<file path="src/rtl/ahb_lite_fir_master.sv">
// AHB-Lite initiator for the memory-mapped FIR slave.
// Runs coefficient loads and sample/result round trips for a command port.
module ahb_lite_fir_master #(
    parameter int POLL_LIMIT = 255
) (
    input  logic        clk,
    input  logic        rst,
    input  logic        cmd_valid,
    output logic        cmd_ready,
    input  logic        cmd_coeff,
    input  logic [63:0] cmd_data,
    output logic        rsp_valid,
    output logic [15:0] rsp_result,
    output logic        rsp_err,
    output logic        rsp_bus_err,
    output logic        rsp_timeout,
    output logic        hsel,
    output logic [3:0]  haddr,
    output logic        hsize,
    output logic [1:0]  htrans,
    output logic        hwrite,
    output logic [15:0] hwdata,
    input  logic [15:0] hrdata,
    input  logic        hresp
);
    localparam int CW = $clog2(POLL_LIMIT + 1);

    typedef enum logic [2:0] {
        S_IDLE, S_WR_COEF, S_WR_CONF, S_POLL_CONF,
        S_WR_SMP, S_POLL_STAT, S_RD_RES, S_RESP
    } state_t;

    state_t       state_q, state_d;
    logic         ph_q, ph_d;
    logic [1:0]   idx_q, idx_d;
    logic [CW-1:0] cnt_q, cnt_d, cnt_inc;
    logic [63:0]  data_q, data_d;
    logic [15:0]  res_q, res_d;
    logic         err_q, err_d;
    logic         berr_q, berr_d;
    logic         to_q, to_d;
    logic         xfer, wr;
    logic [3:0]   addr;
    logic [15:0]  wd;

    always_ff @(posedge clk) begin
        if (rst) begin
            state_q <= S_IDLE;
            ph_q    <= 1'b0;
            idx_q   <= '0;
            cnt_q   <= '0;
            data_q  <= '0;
            res_q   <= '0;
            err_q   <= 1'b0;
            berr_q  <= 1'b0;
            to_q    <= 1'b0;
        end else begin
            state_q <= state_d;
            ph_q    <= ph_d;
            idx_q   <= idx_d;
            cnt_q   <= cnt_d;
            data_q  <= data_d;
            res_q   <= res_d;
            err_q   <= err_d;
            berr_q  <= berr_d;
            to_q    <= to_d;
        end
    end

    always_comb begin
        state_d = state_q;
        ph_d    = ph_q;
        idx_d   = idx_q;
        cnt_d   = cnt_q;
        data_d  = data_q;
        res_d   = res_q;
        err_d   = err_q;
        berr_d  = berr_q;
        to_d    = to_q;
        cnt_inc = cnt_q + CW'(1);
        xfer    = 1'b0;
        wr      = 1'b0;
        addr    = '0;
        wd      = '0;

        unique case (state_q)
            S_IDLE: begin
                if (cmd_valid) begin
                    data_d  = cmd_data;
                    res_d   = '0;
                    err_d   = 1'b0;
                    berr_d  = 1'b0;
                    to_d    = 1'b0;
                    idx_d   = '0;
                    ph_d    = 1'b0;
                    state_d = cmd_coeff ? S_WR_COEF : S_WR_SMP;
                end
            end
            S_WR_COEF: begin
                xfer = 1'b1;
                wr   = 1'b1;
                addr = 4'h6 + {1'b0, idx_q, 1'b0};
                wd   = data_q[{idx_q, 4'b0000} +: 16];
            end
            S_WR_CONF: begin
                xfer = 1'b1;
                wr   = 1'b1;
                addr = 4'hE;
                wd   = 16'h0001;
            end
            S_POLL_CONF: begin
                xfer = 1'b1;
                addr = 4'hE;
            end
            S_WR_SMP: begin
                xfer = 1'b1;
                wr   = 1'b1;
                addr = 4'h4;
                wd   = data_q[15:0];
            end
            S_POLL_STAT: begin
                xfer = 1'b1;
                addr = 4'h0;
            end
            S_RD_RES: begin
                xfer = 1'b1;
                addr = 4'h2;
            end
            S_RESP: state_d = S_IDLE;
            default: state_d = S_IDLE;
        endcase

        if (xfer) ph_d = ~ph_q;

        // Every transfer state resolves at the end of its data phase.
        if (xfer && ph_q) begin
            if (hresp) begin
                berr_d  = 1'b1;
                state_d = S_RESP;
            end else begin
                unique case (state_q)
                    S_WR_COEF: begin
                        idx_d = idx_q + 2'd1;
                        if (idx_q == 2'd3) state_d = S_WR_CONF;
                    end
                    S_WR_CONF: begin
                        cnt_d   = '0;
                        state_d = S_POLL_CONF;
                    end
                    S_POLL_CONF: begin
                        cnt_d = cnt_inc;
                        if (hrdata == 16'h0000) begin
                            state_d = S_RESP;
                        end else if (cnt_inc == CW'(POLL_LIMIT)) begin
                            to_d    = 1'b1;
                            state_d = S_RESP;
                        end
                    end
                    S_WR_SMP: begin
                        cnt_d   = '0;
                        state_d = S_POLL_STAT;
                    end
                    S_POLL_STAT: begin
                        cnt_d = cnt_inc;
                        if (!hrdata[0]) begin
                            err_d   = hrdata[8];
                            state_d = S_RD_RES;
                        end else if (cnt_inc == CW'(POLL_LIMIT)) begin
                            to_d    = 1'b1;
                            state_d = S_RESP;
                        end
                    end
                    S_RD_RES: begin
                        res_d   = hrdata;
                        state_d = S_RESP;
                    end
                    default: ;
                endcase
            end
        end
    end

    always_comb begin
        hsel   = 1'b0;
        htrans = 2'b00;
        haddr  = '0;
        hwrite = 1'b0;
        hsize  = 1'b0;
        hwdata = '0;
        if (xfer && !ph_q) begin
            hsel   = 1'b1;
            htrans = 2'b10;
            haddr  = addr;
            hwrite = wr;
            hsize  = 1'b1;
        end
        if (xfer && ph_q && wr) hwdata = wd;
    end

    assign cmd_ready   = (state_q == S_IDLE);
    assign rsp_valid   = (state_q == S_RESP);
    assign rsp_result  = res_q;
    assign rsp_err     = err_q;
    assign rsp_bus_err = berr_q;
    assign rsp_timeout = to_q;

endmodule

</file>
<file path="config.mk">
export PLATFORM = sky130hd
export DESIGN_NAME = ahb_lite_fir_master
export DESIGN_NICKNAME = d
export VERILOG_FILES = /design/src/rtl/ahb_lite_fir_master.sv
export SDC_FILE = /design/constraint.sdc
export NUM_CORES = 1
export LEC_CHECK = 0
export ABC_AREA = 1
export BUFFER_PORTS_ARGS = -buffer_cell sky130_fd_sc_hd__buf_2
export CORE_UTILIZATION = 41
export DETAILED_ROUTE_END_ITERATION = 8
export PLACE_DENSITY = 0.67
export SYNTH_ARGS = -nofsm -noshare
export SYNTH_HDL_FRONTEND = slang
export SYNTH_SLANG_ARGS = --single-unit
</file>
<file path="constraint.sdc">
create_clock -name clk -period 3.65 [get_ports clk]
set_input_delay 0.73 -clock clk [delete_from_list [all_inputs] [get_ports clk]]
set_output_delay 0.73 -clock clk [all_outputs]
set_load 0.05 [all_outputs]
</file>
==> impl_metrics.toml, run 1 <==
[clocking]
clkLatencyLatePin_ns = 0.35
cts_setup_buffers = 0
holdBufCountCts = 0
clk_pin_slew_ns = 0.07
cts.sinks = 97
cts-root-buf = "clkbuf_16"
cts_max_path_buffers = 2
cts_tree = "yes"
cts_buffers = 9
htree_num_levels = 3
cts_resized = 0

[placement]
placed_cell_area_sq_um = 5360
place_hpwl_um = 9310
place_inst = 917
port_buffers = 128
place_congestion = 0.922

[grt]
antenna_found_initial = 0
grt_pass1_wl_um = 20400
first_global_vias = 4281
grt_max_degree = 70
grt_util_all_layers = 0.223
overflow = 0

[drt]
drc = 0
dr.pass1.iters = 5
drtAntennaViolNets = 0
via_count = 4766
drtIter0Drc = 307
vias_per_cell = 5.11
drt-total-wl_um = 13100
drt-wirelength-per-cell_um = 14.0

[critical_path]
cp.required_ns = 2.92
critPathCaptureType = "primary output"
crit_fanout = 18
cpMostUsedCell = "nor2_1"
crit_chain = "clkinv_1 > buf_4 > ha_1 > o211ai_1 > nor2_1 > nor2_1 > buf_2"
path_delay_family = "flip-flops"
cp_slowest_stage_delay_ns = 0.72
cp.arrival_ns = 2.45
critical_path.startpoint_type = "flop"
critPathBufInv = 3
critPathSlowestCell = "dfxtp_1"
path_class = "flop to primary output"

[synth]
synthesis.area_per_instance_sq_um = 6.84
ys_warn_count = 0
ys_seq_area_frac = 0.412
yosysUniqueCellTypes = 38
netlist_area_sq_um = 4710
ys_seq_elements = 97
syn_inst = 689

[finish]
mostFrequentLayoutCell = "nand2_1"
drive_gt1_frac = 0.221
final_cell_count_no_fill = 933
nNetsFinal = 877
final_cell_mix = "nand2_1 (155), a21oi_1 (137), buf_2 (128)"
antenna_cells = 0
area_growth_syn_to_layout_pct = 19.6
design_area_sq_um = 5630

[die]
rows = 38
die_w_um = 109
start_util = 0.427
die_height_um = 109
io_pins = 131
dieArea_sq_um = 11900
fp.coreArea_sq_um = 11000

[timing]
timing.final.crit_share = 0.871
slew_headroom = 0.466
holdWs_ns = 0.459
period_needed_ns = 3.18
rsz0062_at_grt = "false"
tightestPinTransition_ns = 0.800
report.final.setup_viol = 0
finClkSkew_ns = 0.00924
hold_viol = 0
max_freq_mhz = 315
tns_ns = 0
maxSlewViolCount = 0

[status]
status = "completed"

[power_and_ir_drop]
peakVddDrop_uv = 458
design_power_total_mw = 2.63
p_leak_nw = 2.43
p_per_area_nw_per_um2 = 468

[job]
cap_violations = 0

[worst_hold_path]
hp-class = "flop to flop"
layer usage:
layer  wire, um  global-route usage
met4        267              0.0771
met5          0                   0
met1       5920               0.284
met2       6130               0.373
met3        774              0.0442
cell type report:
type                    count  area [sq um]
clock buffers               9           225
clock inverters             7          53.8
fillers                  1122          5400
inverters                  62           235
multi-input cells         484          2320
flip-flops and latches     97          1940
well taps                 140           175
repair buffers            134           686
per-stage QoR:
stage | setup WS, ns | util
after global placement | 0.855 | 0.485
after floorplan | 0.0379 | -
after CTS | 0.459 | 0.511
after global routing | 0.338 | 0.511
final | 0.472 | 0.511
after detailed placement | 0.836 | 0.485
worst register-to-register path: cells and delay by family, from the launching register on:
kind / cells / cell delay [ns]
buffers and inverters: 3 / 0.81
AND/OR/NAND/NOR: 2 / 0.52
flip-flops: 1 / 0.51
AO/OA/AOI/OAI: 2 / 0.44
state kept, by name, summed over array words and instances (netlist names):
name	cells
cnt_q	8
state_q	3
idx_q	2
rsp_result	16
rsp_bus_err	1
rsp_timeout	1
ph_q	1
rsp_err	1
data_q	64
cell usage after synthesis (all sizes together):
cell / count / area share
conb: 1 / 0.00080
a2111oi: 1 / 0.0019
a32oi: 3 / 0.0056
nand4: 3 / 0.0040
a21oi: 137 / 0.15
inv: 61 / 0.049
clkinv: 1 / 0.00080
clkbuf: 23 / 0.018
o21ai: 91 / 0.10
nor2: 60 / 0.056
o211ai: 1 / 0.0016
a211oi: 2 / 0.0042
o2111ai: 1 / 0.0019
a22oi: 3 / 0.0048
nand2: 158 / 0.13
o21bai: 2 / 0.0032
ha: 4 / 0.011
nor3: 4 / 0.0042
a31oi: 2 / 0.0027
buf: 24 / 0.030
nand3: 10 / 0.014
dfxtp: 97 / 0.41
report_power, final:
part / switching (mW) / leakage (nW) / internal [mW]
Clock: 0.427 / 0.128 / 0.467
Sequential: 0.0508 / 0.794 / 1.15
Combinational: 0.384 / 1.51 / 0.152
Total: 0.862 / 2.43 / 1.77
cells by family (layout without fill, tap and decap cells):
group | count (synthesis) | after routing | synth area share
other | 1 | 2 | 0.000796
AND/OR/NAND/NOR | 235 | 235 | 0.207
buffers and inverters | 109 | 212 | 0.0982
flip-flops | 97 | 97 | 0.412
adder cells (fa/ha/maj) | 4 | 4 | 0.0106
AO/OA/AOI/OAI | 243 | 243 | 0.271
path summary, 6_finish.rpt:
kind | to | slack (ns) | from | depth (start not counted)
max | haddr[2] | 0.47 | idx_q[1]$_SDFF_PP0_ | 7
min | data_q[34]$_SDFFE_PP0P_ | 0.46 | data_q[34]$_SDFFE_PP0P_ | 2
max reg2reg | data_q[30]$_SDFFE_PP0P_ | 1.29 | state_q[2]$_SDFF_PP0_ | 7
min reg2reg | data_q[34]$_SDFFE_PP0P_ | 0.46 | data_q[34]$_SDFFE_PP0P_ | 2
Power figures use the tool's default switching activity.
==> run 2: changes to the inputs <==
- MAX_ROUTING_LAYER: unset -> met4
==> run 2 against run 1 <==
  * Via count increased by 0.50%
  * First-iteration DRC count decreased by 10%
  * Design area decreased by 0.38%
  * Non-clock buffer count unchanged
  * Count of clock-buffer cells in the layout increased by 2
  * Die area unchanged
  * Register-to-register slack improved by 0.02 ns
  * Sequential cell count unchanged
==> impl_metrics.toml, run 2 (same netlist as run 1, synthesis figures left out) <==
[clocking]
cts_tree = "yes"
clkLatencyLatePin_ns = 0.35
cts_setup_buffers = 0
cts-root-buf = "clkbuf_16"
holdBufCountCts = 0
cts_max_path_buffers = 2
cts_buffers = 9
cts_resized = 0
cts.sinks = 97
clk_pin_slew_ns = 0.06
htree_num_levels = 3

[critical_path]
cp_slowest_stage_delay_ns = 0.71
critPathSlowestCell = "dfxtp_1"
startpoint = "idx_q[1]$_SDFF_PP0_"
critical_path.startpoint_type = "flop"
path_delay_family = "flip-flops"
crit_chain = "clkinv_1 > buf_4 > ha_1 > o211ai_1 > nor2_1 > nor2_1 > buf_2"
cp.required_ns = 2.92
reg2reg_depth = 7
crit_fanout = 18
r2r-start = "state_q[2]$_SDFF_PP0_"
critPathBufInv = 3
cp_num_cells = 7
path_class = "flop to primary output"
critPathCaptureType = "primary output"
cp.arrival_ns = 2.44
cpMostUsedCell = "nor2_1"

[placement]
place_hpwl_um = 9400
place_congestion = 0.874
port_buffers = 128

[finish]
top_register = "data_q"
antenna_cells = 0
final_cell_mix = "nand2_1 (155), a21oi_1 (137), buf_2 (128)"
n_fill_cell = 1113
area_growth_syn_to_layout_pct = 19.1
nNetsFinal = 877
mostFrequentLayoutCell = "nand2_1"
final_core_util = 0.509
drive_gt1_frac = 0.217
largest_reg_flops = 64

[power_and_ir_drop]
seq_power_share = 0.464
clock_power_share = 0.331
switchingPower_mw = 0.812
p_leak_nw = 2.43
p_per_area_nw_per_um2 = 464
internal_power_mw = 1.79
peakVddDrop_uv = 397
p_sw_frac = 0.312
p_comb_frac = 0.205

[drt]
drtIter0Drc = 276
drt-total-wl_um = 13100
drtAntennaViolNets = 0
dr.pass1.iters = 5
drc = 0
drt-wirelength-per-cell_um = 14.1
via_count = 4790
vias_per_cell = 5.16

[worst_hold_path]
hold_depth = 2
hp-class = "flop to flop"
min_from = "data_q[37]$_SDFFE_PP0P_"

[grt]
overflow = 0
antenna_found_initial = 0
grt_max_degree = 70
grt_pass1_wl_um = 20700
first_global_vias = 4315
grt_util_all_layers = 0.235

[die]
fp.coreArea_sq_um = 11000
rows = 38
io_pins = 131
die_w_um = 109
dieArea_sq_um = 11900
die_height_um = 109
start_util = 0.427

[timing]
maxSlewViolCount = 0
slew_headroom = 0.391
max_freq_mhz = 316
hold_viol = 0
finClkSkew_ns = 0.00760
rsz0062_at_grt = "false"
period_needed_ns = 3.17
report.final.setup_viol = 0
tns_ns = 0
tightestPinTransition_ns = 0.913
timing.final.crit_share = 0.868

[job]
cap_violations = 0

[status]
status = "completed"
## run 2: cell count changes in the layout (fill, tap and decap cells not counted)
cell	change
clkbuf_8	+2
clkinv_4	-1
clkinvlp_4	-3
inv_6	-2
## run 2: path summary, 6_finish.rpt
kind,to,slack [ns]
setup / recovery,haddr[2],0.48
hold / removal,data_q[37]$_SDFFE_PP0P_,0.46
setup reg to reg,data_q[29]$_SDFFE_PP0P_,1.31
hold reg to reg,data_q[37]$_SDFFE_PP0P_,0.46
## run 2: final cells by class
| cell class | instances | area, sq um | area share |
|---|---|---|---|
| Clock buffer | 11 | 253 | 0.0450 |
| Clock inverter | 1 | 5.00 | 0.000892 |
| Inverter | 62 | 235 | 0.0419 |
| Multi-Input combinational cell | 484 | 2320 | 0.413 |
| Sequential cell | 97 | 1940 | 0.346 |
| Tap cell | 140 | 175 | 0.0312 |
| Timing Repair Buffer | 134 | 686 | 0.122 |
## run 2: worst register-to-register path: stages, from the launching register on
cell,delay (ns)
dfxtp_1,0.52
inv_2,0.12
nand2_2,0.15
inv_2,0.07
nand2_4,0.36
buf_4,0.61
o21ai_0,0.27
a21oi_1,0.19
## run 2: power groups by stage
stage / registers (mW) / logic (mW) / clock network, mW
after CTS: 1.21 / 0.536 / 0.889
after detailed placement: 1.23 / 0.534 / 0
after global placement: 1.23 / 0.526 / 0
final: 1.21 / 0.534 / 0.860
after floorplan: 1.21 / 0.415 / 0
after global routing: 1.22 / 0.597 / 0.933
## run 2: metrics by stage
stage               power [mW]  setup WS (ns)  instances  hold WS [ns]  instance area [sq um]
finish                    2.60          0.483        929         0.458                   5610
global route              2.75          0.341        929         0.481                   5610
CTS                       2.63          0.455        929         0.462                   5610
detailed placement        1.76          0.850        917         0.453                   5360
global placement          1.75          0.817        917         0.441                   5360
floorplan                 1.62         0.0379        690         0.430                   4720
## run 2: per-layer routing
metal | wire length, um | share of wire | GRT usage | vias up
met5 | 0 | 0 | - | -
met4 | 385 | 0.029 | 0.0990 | 0
met3 | 773 | 0.059 | 0.0544 | 22
met2 | 6040 | 0.46 | 0.376 | 144
met1 | 5910 | 0.45 | 0.284 | 2167
li1 | - | - | - | 2457
